===== src/rtl/divider4_iter.sv =====
// Iterative restoring divider: one quotient bit per clock, MSB first.
// Results are registered and held until the next completed division.
module divider4_iter #(
    parameter int width = 4
) (
    input  logic             clk,
    input  logic             rst,
    input  logic             start,
    input  logic [width-1:0] dividend,
    input  logic [width-1:0] divisor,
    output logic             busy,
    output logic             done,
    output logic [width-1:0] quotient,
    output logic [width-1:0] remainder,
    output logic             div_by_zero
);

    localparam int CW = $clog2(width + 1);

    typedef enum logic [1:0] {
        IDLE = 2'd0,
        RUN  = 2'd1,
        DONE = 2'd2
    } state_t;

    state_t           state_q, state_d;
    logic [CW-1:0]    count_q, count_d;
    logic [width-1:0] dvd_q, dvd_d;
    logic [width-1:0] dvs_q, dvs_d;
    logic [width-1:0] rem_q, rem_d;
    logic [width-1:0] quo_q, quo_d;
    logic [width-1:0] quotient_q, quotient_d;
    logic [width-1:0] remainder_q, remainder_d;
    logic             done_q, done_d;
    logic             dbz_q, dbz_d;

    logic [width:0]   partial_s;
    logic             q_bit_s;
    logic [width-1:0] rem_step_s;
    logic [width-1:0] quo_step_s;

    // One restoring step on the working registers
    always_comb begin
        partial_s = {rem_q, dvd_q[width-1]};
        if (partial_s >= {1'b0, dvs_q}) begin
            q_bit_s    = 1'b1;
            // Difference is below the divisor, so it fits in width bits
            rem_step_s = partial_s[width-1:0] - dvs_q;
        end else begin
            q_bit_s    = 1'b0;
            rem_step_s = partial_s[width-1:0];
        end
        quo_step_s = {quo_q[width-2:0], q_bit_s};
    end

    // Next-state, working datapath and result registers
    always_comb begin
        state_d     = state_q;
        count_d     = count_q;
        dvd_d       = dvd_q;
        dvs_d       = dvs_q;
        rem_d       = rem_q;
        quo_d       = quo_q;
        quotient_d  = quotient_q;
        remainder_d = remainder_q;
        done_d      = 1'b0;
        dbz_d       = 1'b0;
        case (state_q)
            IDLE: begin
                if (start) begin
                    dvd_d = dividend;
                    dvs_d = divisor;
                    rem_d = {width{1'b0}};
                    quo_d = {width{1'b0}};
                    if (divisor != {width{1'b0}}) begin
                        state_d = RUN;
                        count_d = CW'(width);
                    end else begin
                        state_d     = DONE;
                        done_d      = 1'b1;
                        dbz_d       = 1'b1;
                        quotient_d  = {width{1'b1}};
                        remainder_d = dividend;
                    end
                end else begin
                    state_d = IDLE;
                end
            end
            RUN: begin
                dvd_d   = {dvd_q[width-2:0], 1'b0};
                rem_d   = rem_step_s;
                quo_d   = quo_step_s;
                count_d = count_q - CW'(1);
                if (count_q == CW'(1)) begin
                    state_d     = DONE;
                    done_d      = 1'b1;
                    quotient_d  = quo_step_s;
                    remainder_d = rem_step_s;
                end else begin
                    state_d = RUN;
                end
            end
            DONE: begin
                state_d = IDLE;
            end
            default: begin
                state_d = IDLE;
            end
        endcase
    end

    // State and datapath registers with synchronous reset
    always_ff @(posedge clk) begin
        if (rst) begin
            state_q     <= IDLE;
            count_q     <= {CW{1'b0}};
            dvd_q       <= {width{1'b0}};
            dvs_q       <= {width{1'b0}};
            rem_q       <= {width{1'b0}};
            quo_q       <= {width{1'b0}};
            quotient_q  <= {width{1'b0}};
            remainder_q <= {width{1'b0}};
            done_q      <= 1'b0;
            dbz_q       <= 1'b0;
        end else begin
            state_q     <= state_d;
            count_q     <= count_d;
            dvd_q       <= dvd_d;
            dvs_q       <= dvs_d;
            rem_q       <= rem_d;
            quo_q       <= quo_d;
            quotient_q  <= quotient_d;
            remainder_q <= remainder_d;
            done_q      <= done_d;
            dbz_q       <= dbz_d;
        end
    end

    assign busy        = (state_q != IDLE);
    assign done        = done_q;
    assign quotient    = quotient_q;
    assign remainder   = remainder_q;
    assign div_by_zero = dbz_q;

endmodule


===== config.mk =====
export PLATFORM = sky130hd
export DESIGN_NAME = divider4_iter
export DESIGN_NICKNAME = d
export VERILOG_FILES = /design/src/rtl/divider4_iter.sv
export SDC_FILE = /design/constraint.sdc
export NUM_CORES = 1
export LEC_CHECK = 0
export CAP_MARGIN = 20
export CORE_MARGIN = 2
export CORE_UTILIZATION = 50
export DETAILED_ROUTE_END_ITERATION = 12
export GPL_ROUTABILITY_DRIVEN = 0
export HOLD_SLACK_MARGIN = 0.05
export PLACE_DENSITY = 0.75
export SLEW_MARGIN = 20
export SYNTH_ARGS = -nofsm -noshare
export SYNTH_HDL_FRONTEND = slang
export SYNTH_SLANG_ARGS = --single-unit

===== constraint.sdc =====
create_clock -name clk -period 2.8 [get_ports clk]
set_clock_uncertainty 0.05 [all_clocks]
set_input_delay 0.28 -clock clk [delete_from_list [all_inputs] [get_ports clk]]
set_output_delay 0.28 -clock clk [all_outputs]
set_load 0.01 [all_outputs]

==> run_results.csv <==
group,metric,value,unit
worst_setup_path,crit_chain,"inv_1 > ha_1 > or3_1 > a211o_1 > and2_0 > o211ai_1 > a311oi_1",
worst_setup_path,critical_path_class,"flip-flop to flip-flop",
clocking,cts_inserted_buffers,5,
logic_synthesis,syn_area,0.00145,mm^2
logic_synthesis,syn_nets,191,
worst_setup_path,path_buf_inv,1,
logic_synthesis,ys_ff_latch,29,
layout,layout_commonest_cell,"dfxtp_1",
detailed_routing,drtIter0Drc,49,
worst_setup_path,required,2.93,ns
layout,final_cell_mix,"29 x dfxtp_1, 26 x nor2_1, 21 x clkdlybuf4s50_1",
clocking,cts_tree,"built",
die,core,0.00276,mm^2
placement,dp_hpwl,2440,um
worst_setup_path,arrival,2.32,ns
clocking,post-cts-setup-buffer-count,0,
layout,area_delta_synth_final,18.8,%
clocking,clockBufferDepth,2,
layout,n_antenna_cell,0,
die,floorplan.initialDensity,0.527,
detailed_routing,post_drt_wl_per_cell,14.3,um
clocking,cts_sinks,29,
timing,max_freq,458,MHz
die,die_y,57.9,um
layout,n_fill_cell,251,
timing,fin_tns_setup,0,ns
logic_synthesis,syn_avg_cell_area,8.40,um^2
timing,rsz0062_at_grt,"false",
global_route,grt-ovfl-total,0,
placement,io_buffers,21,
layout,fin_nets,211,
layout,final_layout_size_suffix_gt1_frac,0.104,
clocking,clock-root-buffer,"clkbuf_4",
global_route,grt_max_degree,20,
min_path,min_path_type,"flip-flop to flip-flop",
timing,slew_viol_final,0,
pwr,leakage,0.655,nW
worst_setup_path,crit_path_end_kind,"flip-flop",
global_route,track_usage,0.206,
clocking,cts_hold_buf,0,
worst_setup_path,cp_slowest_stage_delay,0.38,ns
global_route,busiest_layer,"met2",
timing,tightest_slew,0.627,ns
global_route,grt_use_met2,0.333,
detailed_routing,drc_errors,0,
global_route,met1_usage,0.257,
clocking,clkTransAtPathRegs,0.08,ns
global_route,antenna_found_initial,0,
die,placementRows,19,
timing,relSlewSlack,0.581,
logic_synthesis,yosysUniqueCellTypes,42,
run_status,outcome,"finished, final reports clean",
detailed_routing,viasPerCell,5.77,
pwr,power,0.946,mW
global_route,grtUsageMet3,0.0826,
job,cap_violations,0,
timing,finalCritPeriodShare,0.780,
detailed_routing,wirelength,3210,um
clocking,htreeDepth,2,
detailed_routing,firstDrtPassIters,4,
clocking,clkLatencyLatePin,0.31,ns
detailed_routing,ant_nets,0,
worst_setup_path,crit_slowest_cell,"or3_1",
layout,stdcell_area,0.00173,mm^2
worst_setup_path,cp-start-kind,"flip-flop",
placement,dpl_cell_area,0.00167,mm^2
logic_synthesis,ys_warn_count,0,
timing,holdWs,0.419,ns
die,die_w,57.9,um
timing,hold_violations,0,
die,io-pin-count,22,
pwr,ir_worst_vdd,0.449,mV
timing,min_period,2.18,ns
pwr,p_per_area,547,mW/mm^2
timing,setup_viol,0,
worst_setup_path,cp_max_fo,7,
worst_setup_path,cp_top_family,"compound AO/OA/AOI/OAI gates",
layout,final_core_util,0.627,
die,die-area,0.00336,mm^2
clocking,postCtsResizedCells,0,
detailed_routing,num_vias,1292,
global_route,grt_first_pass_wirelength,5200,um
logic_synthesis,yosysSeqAreaShare,0.399,
logic_synthesis,netlist_instances,173,
global_route,grt_pass1_vias,1178,
[through the flow]
step,setup slack [ns],std cells
6_report,0.616,224
3_3_place_gp,0.381,217
2_1_floorplan,0.843,173
5_1_grt,0.498,224
4_1_cts,0.609,224
3_5_place_dp,0.333,217
[final timing paths]
path                               start            to  slack (ns)  depth (start not counted)
worst min-delay path            dvd_q[1]      dvd_q[1]        0.42                          2
worst max-delay path            dvs_q[2]  remainder[2]        0.62                          7
worst min register to register  dvd_q[1]      dvd_q[1]        0.42                          2
worst max register to register  dvs_q[2]  remainder[2]        0.62                          7
[per-layer routing]
| layer | share of wire | vias up | wire [um] |
|---|---|---|---|
| met4 | 0.0097 | 0 | 31 |
| met2 | 0.46 | 41 | 1470 |
| li1 | - | 644 | - |
| met3 | 0.061 | 5 | 196 |
| met5 | 0 | - | 0 |
| met1 | 0.47 | 602 | 1510 |
[layout make-up]
| cell class | instances | area [um^2] | area share |
|---|---|---|---|
| multi-input cells | 122 | 783 | 0.453 |
| inverters | 12 | 45.0 | 0.0261 |
| clock buffers | 7 | 55.1 | 0.0319 |
| repair buffers | 23 | 225 | 0.130 |
| flip-flops and latches | 29 | 581 | 0.336 |
| well taps | 31 | 38.8 | 0.0224 |
[logic make-up after synthesis]
kind of cell             count (synthesis)  share of synthesized area
AND/OR/NAND/NOR                         70                      0.244
AO/OA/AOI/OAI                           41                      0.203
flip-flops                              29                      0.399
buffers and inverters                   22                     0.0620
adder cells (fa/ha/maj)                  7                     0.0654
multiplexers                             3                     0.0207
XOR/XNOR                                 1                    0.00603
[tightest hold or removal path, cell delays in order (launching register included)]
cell      delay, ns
dfxtp_1        0.30
inv_1          0.06
a211oi_1       0.06
[cells in the mapped netlist]
cell type | instances | area (um^2)
and2_1 | 1 | 6.26
a311o_1 | 1 | 10.0
o211ai_1 | 2 | 15.0
o31a_1 | 1 | 8.76
o21ai_0 | 3 | 15.0
a22oi_1 | 2 | 15.0
nand2b_1 | 4 | 25.0
or4_4 | 1 | 11.3
a211oi_1 | 3 | 22.5
o41ai_1 | 1 | 8.76
nor2_2 | 3 | 18.8
nand2_1 | 10 | 37.5
or3_1 | 1 | 6.26
fa_1 | 1 | 20.0
or3b_2 | 1 | 8.76
inv_1 | 12 | 45.0
a21o_1 | 1 | 7.51
nor4_1 | 4 | 25.0
a21oi_4 | 1 | 16.3
nor2_1 | 26 | 97.6
a41oi_1 | 1 | 8.76
clkbuf_1 | 9 | 33.8
nand3_1 | 2 | 10.0
mux2i_1 | 3 | 30.0
nand3b_1 | 2 | 15.0
o21bai_1 | 1 | 7.51
a311oi_1 | 4 | 35.0
buf_6 | 1 | 11.3
and2_0 | 1 | 6.26
nor2b_1 | 3 | 18.8
nor3_1 | 8 | 40.0
o221a_2 | 2 | 22.5
a211oi_2 | 1 | 12.5
ha_1 | 6 | 75.1
or3_4 | 1 | 11.3
a31oi_1 | 1 | 6.26
a211o_1 | 1 | 8.76
xnor2_1 | 1 | 8.76
dfxtp_1 | 29 | 581
a21oi_1 | 15 | 75.1
or2_2 | 1 | 6.26
nor3_2 | 1 | 10.0
[power breakdown]
| group | leakage, nW | internal (mW) | total (mW) | switching, mW |
|---|---|---|---|---|
| Sequential | 0.237 | 0.441 | 0.464 | 0.0236 |
| Combinational | 0.387 | 0.103 | 0.233 | 0.130 |
| Clock | 0.0314 | 0.118 | 0.248 | 0.130 |
| Total | 0.655 | 0.662 | 0.946 | 0.283 |
[flip-flops by register name (all words and copies together) (netlist names)]
register,cells
count_q,3
div_by_zero,1
dvd_q,4
dvs_q,4
quo_q,3
quotient,4
rem_q,4
remainder,4
state_q,2
(Power assumes the default switching activity.)
